### src/rtl/mult_arb_pkg.sv
// mult_arb_pkg: shared constants and helpers for the mult_arbiter block.
//   MULT_LAT : request-to-response latency in cycles with resp_ready held high
//   STAT_W   : width of each per-requester grant counter
//   id_w()   : width of a requester index for a given requester count
package mult_arb_pkg;

  localparam int MULT_LAT = 2;
  localparam int STAT_W   = 16;

  // Requester index width; never narrower than one bit.
  function automatic int id_w(input int n_req);
    return (n_req <= 2) ? 1 : $clog2(n_req);
  endfunction

endpackage

### src/rtl/mul8s_1KR6.sv
// mul8s_1KR6: multiplier core shared by mult_arbiter.
// Purely combinational signed two's-complement multiply; the surrounding
// pipeline registers its inputs and its output.
// Ports:
//   A, B : signed operands, W bits each
//   O    : signed product, 2*W bits
module mul8s_1KR6 #(
  parameter int W = 8
) (
  input  logic signed [W-1:0]   A,
  input  logic signed [W-1:0]   B,
  output logic signed [2*W-1:0] O
);

  assign O = A * B;

endmodule

### src/rtl/mult_arbiter_rr.sv
// rr_arbiter: stateless round-robin grant logic for mult_arbiter.
// Priority starts at ptr and wraps through the higher indices back to 0.
// Ports:
//   req       : request vector, one bit per requester
//   ptr       : index with the highest priority this cycle
//   grant     : one-hot grant, zero when no request is present
//   grant_idx : encoded index of the granted requester (0 when none)
//   any       : at least one requester is granted
module rr_arbiter #(
  parameter int N_REQ = 4,
  parameter int IDW   = 2
) (
  input  logic [N_REQ-1:0] req,
  input  logic [IDW-1:0]   ptr,
  output logic [N_REQ-1:0] grant,
  output logic [IDW-1:0]   grant_idx,
  output logic             any
);

  always_comb begin
    grant     = '0;
    grant_idx = '0;
    any       = 1'b0;
    // First pass covers ptr..N_REQ-1, second pass wraps to 0..ptr-1.
    for (int i = 0; i < N_REQ; i++) begin
      if (!any && req[i] && (IDW'(i) >= ptr)) begin
        any       = 1'b1;
        grant[i]  = 1'b1;
        grant_idx = IDW'(i);
      end
    end
    for (int i = 0; i < N_REQ; i++) begin
      if (!any && req[i] && (IDW'(i) < ptr)) begin
        any       = 1'b1;
        grant[i]  = 1'b1;
        grant_idx = IDW'(i);
      end
    end
  end

endmodule

### src/rtl/mult_arbiter.sv
// mult_arbiter: shares one mul8s_1KR6 core between N_REQ requesters.
// Round-robin arbitration feeds a 2-stage stallable pipeline (operand stage,
// result stage); results leave on one tagged response channel in acceptance
// order.
// Optional feature macro: MULT_ARB_STATS_EN adds per-requester saturating
// 16-bit grant counters on stat_grants.
// Ports:
//   clk, rst     : clock, asynchronous active-high reset
//   req_valid    : per-requester operand valid
//   req_x, req_y : flattened operands, slice i = [i*W +: W]
//   req_ready    : one-hot (or zero) accept strobe
//   resp_valid   : response valid
//   resp_ready   : consumer accepts the response
//   resp_id      : originating requester index
//   resp_p       : signed product, 2*W bits
//   stat_grants  : (MULT_ARB_STATS_EN only) counter i at [i*16 +: 16]
module mult_arbiter
  import mult_arb_pkg::*;
#(
  parameter  int N_REQ = 4,
  parameter  int W     = 16,
  localparam int IDW   = id_w(N_REQ)
) (
  input  logic               clk,
  input  logic               rst,
  input  logic [N_REQ-1:0]   req_valid,
  input  logic [N_REQ*W-1:0] req_x,
  input  logic [N_REQ*W-1:0] req_y,
  output logic [N_REQ-1:0]   req_ready,
  output logic               resp_valid,
  input  logic               resp_ready,
  output logic [IDW-1:0]     resp_id,
  output logic [2*W-1:0]     resp_p
`ifdef MULT_ARB_STATS_EN
  ,
  output logic [N_REQ*STAT_W-1:0] stat_grants
`endif
);

  logic                  v_p1_q, v_p1_d;
  logic [IDW-1:0]        id_p1_q, id_p1_d;
  logic signed [W-1:0]   x_p1_q, x_p1_d;
  logic signed [W-1:0]   y_p1_q, y_p1_d;

  logic                  v_p2_q, v_p2_d;
  logic [IDW-1:0]        id_p2_q, id_p2_d;
  logic signed [2*W-1:0] p_p2_q, p_p2_d;

  logic [IDW-1:0]        ptr_q, ptr_d;

  logic                  en1, en2, hs;
  logic [N_REQ-1:0]      grant;
  logic [IDW-1:0]        grant_idx;
  logic                  grant_any;
  logic signed [W-1:0]   x_sel, y_sel;
  logic signed [2*W-1:0] core_p;

  rr_arbiter #(
    .N_REQ (N_REQ),
    .IDW   (IDW)
  ) u_arb (
    .req       (req_valid),
    .ptr       (ptr_q),
    .grant     (grant),
    .grant_idx (grant_idx),
    .any       (grant_any)
  );

  always_comb begin
    en2 = !v_p2_q | resp_ready;
    en1 = !v_p1_q | en2;
    // No request is accepted while reset is held, so nothing slips in during
    // the reset window.
    req_ready = rst ? '0 : (grant & {N_REQ{en1}});
    hs        = grant_any & en1 & !rst;
  end

  always_comb begin
    x_sel = '0;
    y_sel = '0;
    for (int i = 0; i < N_REQ; i++) begin
      if (grant[i]) begin
        x_sel = req_x[i*W +: W];
        y_sel = req_y[i*W +: W];
      end
    end
  end

  always_comb begin
    ptr_d = ptr_q;
    if (hs) begin
      ptr_d = (grant_idx == IDW'(N_REQ - 1)) ? '0 : grant_idx + 1'b1;
    end
  end

  // ---- stage p1: operand registers (drive the core) ----
  always_comb begin
    v_p1_d  = v_p1_q;
    id_p1_d = id_p1_q;
    x_p1_d  = x_p1_q;
    y_p1_d  = y_p1_q;
    if (en1) begin
      v_p1_d = hs;
      if (hs) begin
        id_p1_d = grant_idx;
        x_p1_d  = x_sel;
        y_p1_d  = y_sel;
      end
    end
  end

  mul8s_1KR6 #(
    .W (W)
  ) u_core (
    .A (x_p1_q),
    .B (y_p1_q),
    .O (core_p)
  );

  // ---- stage p2: registered core output (drives the response) ----
  always_comb begin
    v_p2_d  = v_p2_q;
    id_p2_d = id_p2_q;
    p_p2_d  = p_p2_q;
    if (en2) begin
      v_p2_d  = v_p1_q;
      id_p2_d = id_p1_q;
      p_p2_d  = core_p;
    end
  end

  always_ff @(posedge clk or posedge rst) begin
    if (rst) begin
      ptr_q   <= '0;
      v_p1_q  <= 1'b0;
      id_p1_q <= '0;
      x_p1_q  <= '0;
      y_p1_q  <= '0;
      v_p2_q  <= 1'b0;
      id_p2_q <= '0;
      p_p2_q  <= '0;
    end else begin
      ptr_q   <= ptr_d;
      v_p1_q  <= v_p1_d;
      id_p1_q <= id_p1_d;
      x_p1_q  <= x_p1_d;
      y_p1_q  <= y_p1_d;
      v_p2_q  <= v_p2_d;
      id_p2_q <= id_p2_d;
      p_p2_q  <= p_p2_d;
    end
  end

  assign resp_valid = v_p2_q;
  assign resp_id    = id_p2_q;
  assign resp_p     = p_p2_q;

`ifdef MULT_ARB_STATS_EN
  logic [STAT_W-1:0] cnt_q [N_REQ];
  logic [STAT_W-1:0] cnt_d [N_REQ];

  function automatic logic [STAT_W-1:0] sat_inc(input logic [STAT_W-1:0] c);
    return (c == {STAT_W{1'b1}}) ? c : c + 1'b1;
  endfunction

  always_comb begin
    stat_grants = '0;
    for (int i = 0; i < N_REQ; i++) begin
      cnt_d[i] = (req_valid[i] & req_ready[i]) ? sat_inc(cnt_q[i]) : cnt_q[i];
      stat_grants[i*STAT_W +: STAT_W] = cnt_q[i];
    end
  end

  always_ff @(posedge clk or posedge rst) begin
    if (rst) begin
      for (int i = 0; i < N_REQ; i++) cnt_q[i] <= '0;
    end else begin
      for (int i = 0; i < N_REQ; i++) cnt_q[i] <= cnt_d[i];
    end
  end
`endif

endmodule

### config.mk
export PLATFORM = sky130hd
export DESIGN_NAME = mult_arbiter
export DESIGN_NICKNAME = d
export VERILOG_FILES = /design/src/rtl/mult_arb_pkg.sv /design/src/rtl/mul8s_1KR6.sv /design/src/rtl/mult_arbiter_rr.sv /design/src/rtl/mult_arbiter.sv
export SDC_FILE = /design/constraint.sdc
export NUM_CORES = 1
export LEC_CHECK = 0
export CORE_MARGIN = 3
export CORE_UTILIZATION = 30
export CTS_CLUSTER_SIZE = 24
export DETAILED_ROUTE_END_ITERATION = 8
export SLEW_MARGIN = 20
export SYNTH_ARGS = -nofsm -noshare
export SYNTH_HDL_FRONTEND = slang
export SYNTH_SLANG_ARGS = --single-unit
### constraint.sdc
create_clock -name clk -period 6 [get_ports clk]
set_input_delay 1.5 -clock clk [delete_from_list [all_inputs] [get_ports clk]]
set_output_delay 1.5 -clock clk [all_outputs]
set_load 0.1 [all_outputs]
==> results.tsv, run 1 <==
stage	metric	value	unit
sta	setup_viol_count_final	0	
sta	fmax	168.8	MHz
critical_path	worstPathArrival	6.19	ns
critical_path	path_buf_inv	3	
logic_synthesis	ys_seq_area_share	13.71	%
floorplanning	io_pins	174	
clock_tree	numCtsBuffers	9	
clock_tree	cts_root_buffer	clkbuf_16	
critical_path	path_max_fanout	7	
grt	first_global_vias	11700	
floorplanning	rows	76	
grt	grt_pass1_wl	62.79	mm
logic_synthesis	syn-cell-area	13140	um2
sta	worst_slack	0.07543	ns
floorplanning	die_area	46360	um2
drt	vias_per_cell	4.687	
grt	antenna_found_initial	0	
clock_tree	cts.sink_count	72	
placement	place.detailed.hpwl	31.67	mm
final_layout	fill_cells	4347	
drt	drt_pre_antenna_iters	7	
placement	gp_congestion	0.8780	
final_layout	final_util	39.00	%
worst_hold_path	min_path_type	reg2reg	
grt	grtUsageTotal	17.09	%
final_layout	register_area	1828	um2
critical_path	cp_cell_sequence	and2_4 > fa_1 > inv_1 > fa_1 > fa_2 > fa_1 > inv_1 > fa_1 > fa_1 > ha_4 > a21o_1 > a21o_1 > a221o_1 > a31oi_4 > a2111oi_4 > buf_4 > o211ai_1 > mux2i_1 > nor2_1	
logic_synthesis	synthArstFlopShare	100.0	%
critical_path	crit_top_cell	fa_1	
critical_path	end_kind	flop	
logic_synthesis	yosys.area.top_type	fa_1	
sta	worstMarginPinSlew	1.145	ns
sta	rsz0062_at_grt	true	
drt	drcViolationCount	0	
clock_tree	htreeDepth	3	
final_layout	final_net_count	2149	
placement	numPortBuffers	173	
drt	drt-initial-drc-count	642	
critical_path	cp_slowest_cell	fa_1	
final_layout	drive_above_1_share	11.89	%
critical_path	cp-start-kind	flop	
clock_tree	clockBufferDepth	2	
run	cap_violations	0	
clock_tree	clk_latency	0.37	ns
sta	fin_skew	0.01634	ns
logic_synthesis	yosysWarnings	0	
clock_tree	holdBufCountCts	0	
final_layout	antennaDiodeCount	0	
logic_synthesis	synth_flop_cell	dfrtp_1	
drt	wire_per_inst	16.96	um
logic_synthesis	postSynthAreaPerCell	9.109	um2
drt	ant_nets	0	
final_layout	multi_input_area	10160	um2
critical_path	cp.required	6.27	ns
critical_path	max_stage_delay	0.57	ns
run_status	run_status	finished, final reports clean	
sta	timing.slew.headroom	23.44	%
sta	finalCritPeriodShare	98.74	%
sta	holdWs	0.4641	ns
floorplanning	die_h	215.3	um
logic_synthesis	syn_inst	1443	
grt	grt-ovfl-total	0	
logic_synthesis	ys_seq_elements	72	
sta	slew_violations	0	
clock_tree	cts_tree	yes	
grt	grt_max_degree	70	
sta	finalCriticalPeriod	5.925	ns
placement	pre_cts_ws	-0.1790	ns
floorplanning	die_w	215.3	um
logic_synthesis	yosysUniqueCellTypes	49	
final_layout	area_growth	28.09	%
floorplanning	core-area	43170	um2
drt	wl	38.29	mm
logic_synthesis	synth.top_cell.area_share	39.90	%
critical_path	path_delay_family	adder cells	
critical_path	crit_type	reg2reg	
sta	finalSetupTns	0	ns
logic_synthesis	synthTopCellsByArea	fa_1 40%, dfrtp_1 14%, inv_1 9.0%	
sta	final-hold-violation-count	0	
drt	vias	10580	
clock_tree	clkTransAtPathRegs	0.07	ns
logic_synthesis	synth-edff-count	0	
logic_synthesis	syn_nets	1922	
floorplanning	start_util	30.45	%
-- state kept, by name (all words and copies together), names as in the netlist --
register    flops
x_p1_q         16
resp_id         2
ptr_q           2
y_p1_q         16
resp_p         32
id_p1_q         2
v_p1_q          1
resp_valid      1
-- final timing paths --
| check | start | slack, ns | cells after the start | to |
|---|---|---|---|---|
| max in group asynchronous | rst | 3.43 | 3 | x_p1_q[2] |
| min in group asynchronous | rst | 1.36 | 2 | resp_valid |
| setup / recovery | x_p1_q[7] | 0.08 | 19 | resp_p[30] |
| setup reg to reg | x_p1_q[7] | 0.08 | 19 | resp_p[30] |
| hold / removal | v_p1_q | 0.46 | 1 | resp_valid |
| hold reg to reg | v_p1_q | 0.46 | 1 | resp_valid |
-- placed cells by master, fill, tap and decap left out, types with 9 or more instances in the layout --
cell type        netlist  routed
fa_1                 262     255
ha_1                  82      75
a21oi_1               39      33
and2_1               129     123
dfrtp_1               72      51
a222oi_1              32      32
a21o_1                13      13
dfrtp_2                0      21
inv_1                316     312
clkbuf_16              0       9
xnor2_1               19      18
a31oi_1               36      35
buf_4                  0     102
o21ai_0               19      16
xor2_1                12      11
nand2_1              195     192
nor2_1                65      65
clkdlybuf4s50_1        0     169
nand2b_1               9       9
-- synth_stat cells (4+ instances only) --
| library cell | count |
|---|---|
| inv_1 | 316 |
| nand3_1 | 8 |
| o21a_1 | 5 |
| a21o_1 | 13 |
| nand2b_1 | 9 |
| a31oi_1 | 36 |
| nor2_1 | 65 |
| ha_1 | 82 |
| o21bai_1 | 7 |
| fa_1 | 262 |
| xor2_1 | 12 |
| or3_1 | 6 |
| and2_1 | 129 |
| nor3_1 | 4 |
| a21oi_1 | 39 |
| nand2_1 | 195 |
| o211ai_1 | 4 |
| o21ai_0 | 19 |
| a222oi_1 | 32 |
| o21ai_1 | 4 |
| dfrtp_1 | 72 |
| clkbuf_1 | 63 |
| xnor2_1 | 19 |
-- kinds of logic (layout without fill, tap and decap cells) --
group | after synthesis | count (layout) | synth area share [%]
AOI/OAI and AO/OA | 186 | 186 | 10.22
muxes | 2 | 2 | 0.1523
adders and majority gates | 344 | 344 | 47.71
xor gates and xnor gates | 31 | 31 | 2.066
and+or+nand+nor | 426 | 426 | 15.23
DFF | 72 | 72 | 13.71
buffers and inverters | 382 | 612 | 10.91
-- timing repair --
item | CTS | global route
setup buffers | 0 | 11
resized for setup | 19 | 64
endpoints found under the setup margin | 8 | 12
pin swaps | 4 | 15
-- through the flow --
step	instance area, um2	cells
2_1_floorplan	13150	1443
3_3_place_gp	16150	2232
3_5_place_dp	16150	2232
4_1_cts	16480	2246
5_1_grt	16840	2258
6_report	16840	2258
-- per-layer routing --
| metal | routed length, um | track usage (%) |
|---|---|---|
| met1 | 16970 | 22.35 |
| met2 | 19100 | 30.17 |
| met3 | 1421 | 2.559 |
| met4 | 795 | 3.525 |
| met5 | 0 | 0 |
-- layout make-up --
type / instances / share of cell area (%)
multi-input cells: 989 / 60.34
inverters: 316 / 7.067
clock buffers: 11 / 1.501
clock inverters: 3 / 0.2527
well taps: 585 / 4.348
repair buffers: 282 / 15.64
flip-flops and latches: 72 / 10.86
Power of run 1 is not shown: default switching activity piles up to over one toggle a cycle in this logic, so the estimate is an artifact.
==> inputs of run 2 (changes only) <==
--- a/config.mk
+++ b/config.mk
@@ -9,7 +9,6 @@
 export CORE_UTILIZATION = 30
 export CTS_CLUSTER_SIZE = 24
 export DETAILED_ROUTE_END_ITERATION = 8
-export SLEW_MARGIN = 20
 export SYNTH_ARGS = -nofsm -noshare
 export SYNTH_HDL_FRONTEND = slang
 export SYNTH_SLANG_ARGS = --single-unit
==> results.tsv, run 2 (same netlist as run 1, synthesis figures left out) <==
stage	metric	value	unit	change
run_status	run_status	finished with violations		
run_status	violations	design-rule violations		
run	cap_violations	0		unchanged
placement	numPortBuffers	173		unchanged
floorplanning	die_w	215.3	um	unchanged
final_layout	final_net_count	2148		-0.047%
sta	fmax	169.0	MHz	+0.11%
floorplanning	start_util	30.45	%	unchanged
critical_path	cp.required	6.27	ns	about the same
grt	use_met1	22.35	%	unchanged
critical_path	path_delay_family	adder cells		
critical_path	end_kind	flop		
sta	fin_skew	0.01682	ns	+0.0004806 ns
placement	gp_congestion	0.8780		unchanged
critical_path	cp-start-kind	flop		
drt	wire_per_inst	16.96	um	about the same
final_layout	area_growth	27.88	%	
clock_tree	cts_root_buffer	clkbuf_16		
critical_path	cp_slowest_cell	fa_1		
critical_path	rrSetupSlack	0.08	ns	about the same
placement	placed_area	16150	um2	unchanged
grt	grt-ovfl-total	0		unchanged
clock_tree	clk_latency	0.37	ns	about the same
grt	gr-usage-met3	2.559	%	unchanged
drt	drt_pre_antenna_iters	9		+2
sta	holdWs	0.4647	ns	+0.0006510 ns
floorplanning	io_pins	174		unchanged
clock_tree	cts.sink_count	72		unchanged
critical_path	worstPathArrival	6.18	ns	about the same
floorplanning	die_h	215.3	um	unchanged
grt	grt_max_degree	70		unchanged
drt	drt-initial-drc-count	653		+1.7%
floorplanning	die_area	46360	um2	unchanged
grt	first_global_vias	11700		unchanged
sta	finalCriticalPeriod	5.918	ns	-0.006350 ns
sta	finalCritPeriodShare	98.64	%	-0.11 points
final_layout	multi_input_area	10160	um2	unchanged
final_layout	fill_cells	4349		+0.046%
grt	grt_use_met2	30.17	%	unchanged
sta	slew_violations	0		unchanged
clock_tree	htreeDepth	3		unchanged
drt	ant_nets	0		unchanged
clock_tree	clkTransAtPathRegs	0.07	ns	about the same
worst_hold_path	min_path_type	reg2reg		
critical_path	cp_cell_sequence	and2_4 > fa_1 > inv_1 > fa_1 > fa_2 > fa_1 > inv_1 > fa_1 > fa_1 > ha_4 > a21o_1 > a21o_1 > a221o_1 > a31oi_4 > a2111oi_4 > buf_4 > o211ai_1 > mux2i_1 > nor2_1		
worst_hold_path	min_path_cells	1		unchanged
drt	wl	38.29	mm	about the same
clock_tree	cts_tree	yes		
final_layout	drive_above_1_share	11.84	%	-0.053 points
critical_path	max_stage_delay	0.57	ns	about the same
final_layout	antennaDiodeCount	0		unchanged
drt	vias	10570		-0.13%
sta	setup_viol_count_final	0		unchanged
floorplanning	rows	76		unchanged
sta	worstMarginPinSlew	1.148	ns	+0.003584 ns
final_layout	layout_commonest_cell	inv_1		
final_layout	final_util	38.93	%	-0.064 points
critical_path	crit_top_cell	fa_1		
sta	final-hold-violation-count	0		unchanged
drt	drcViolationCount	7		+7
drt	vias_per_cell	4.683		about the same
sta	timing.slew.headroom	23.20	%	-0.24 points
grt	grtUsageTotal	17.09	%	unchanged
final_layout	mostFrequentLayoutCells	312 x inv_1, 255 x fa_1, 192 x nand2_1, 169 x clkdlybuf4s50_1, 123 x and2_1		
critical_path	reg2regPathDepth	19		unchanged
critical_path	r2r_start	x_p1_q[7]		
grt	antenna_found_initial	0		unchanged
sta	rsz0062_at_grt	true		
worst_hold_path	min_from	v_p1_q		
critical_path	crit_type	reg2reg		
final_layout	final_area	16810	um2	-0.16%
critical_path	timing.rr.end	resp_p[30]		
placement	place.detailed.hpwl	31.67	mm	unchanged
floorplanning	core-area	43170	um2	unchanged
final_layout	largest_reg_flops	32		unchanged
worst_hold_path	worstHoldEndpoint	resp_valid		
final_layout	register_area	1828	um2	unchanged
clock_tree	clockBufferDepth	2		unchanged
clock_tree	numCtsBuffers	9		unchanged
critical_path	path_buf_inv	3		unchanged
clock_tree	holdBufCountCts	0		unchanged
critical_path	path_max_fanout	7		unchanged
grt	grt_pass1_wl	62.79	mm	unchanged
grt	grt.busiest_layer	met2		
[run 2: cell count changes in the layout (fill, tap and decap cells not counted)]
cell and delta:
buf_16 -1
[run 2: metal layers]
| layer | vias up | part of all wire (%) |
|---|---|---|
| met3 | 37 | 4.0 |
| met1 | 5373 | 44 |
| met4 | 0 | 1.9 |
| met5 | - | 0 |
| li1 | 4910 | - |
| met2 | 249 | 50 |
[run 2: worst reg2reg max path: stages (launching register included)]
cell       delay, ns
dfrtp_2         0.47
and2_4          0.19
fa_1            0.53
inv_1           0.05
fa_1            0.50
fa_2            0.48
fa_1            0.57
inv_1           0.06
fa_1            0.45
fa_1            0.53
ha_4            0.22
a21o_1          0.15
a21o_1          0.17
a221o_1         0.32
a31oi_4         0.25
a2111oi_4       0.17
buf_4           0.18
o211ai_1        0.25
mux2i_1         0.22
nor2_1          0.07
[run 2: final cells by class]
class	count	share of cell area (%)
Timing Repair Buffer	281	15.50
Clock inverter	3	0.2531
Inverter	316	7.079
Tap cell	585	4.355
Multi-Input combinational cell	989	60.44
Clock buffer	11	1.504
Sequential cell	72	10.88
[run 2: worst max-delay path by stage]
stage	start	endpoint	slack, ns	depth (start not counted)
4_1_cts	x_p1_q[7]	resp_p[30]	0.008	19
2_1_floorplan	y_p1_q[8]	resp_p[31]	0.07	23
3_5_place_dp	y_p1_q[4]	resp_p[31]	-0.18	21
6_report	x_p1_q[7]	resp_p[30]	0.08	19
3_3_place_gp	x_p1_q[4]	resp_p[31]	-0.18	20
5_1_grt	y_p1_q[1]	resp_p[31]	-0.11	23
[run 2: repair_timing]
action,in CTS,in global routing
resized for setup,19,64
pin swaps,4,15
endpoints found under the setup margin,8,12
setup buffers,0,11
[run 2: stage by stage]
stage,std cells,setup slack [ns],TNS [ns]
after global placement,2232,-0.1769,-0.4737
after CTS,2246,0.008023,0
after floorplan,1443,0.06698,0
after detailed placement,2232,-0.1790,-0.5422
after global routing,2257,-0.1143,-0.5290
final,2257,0.08178,0
Power of run 2 is left out for the same reason.
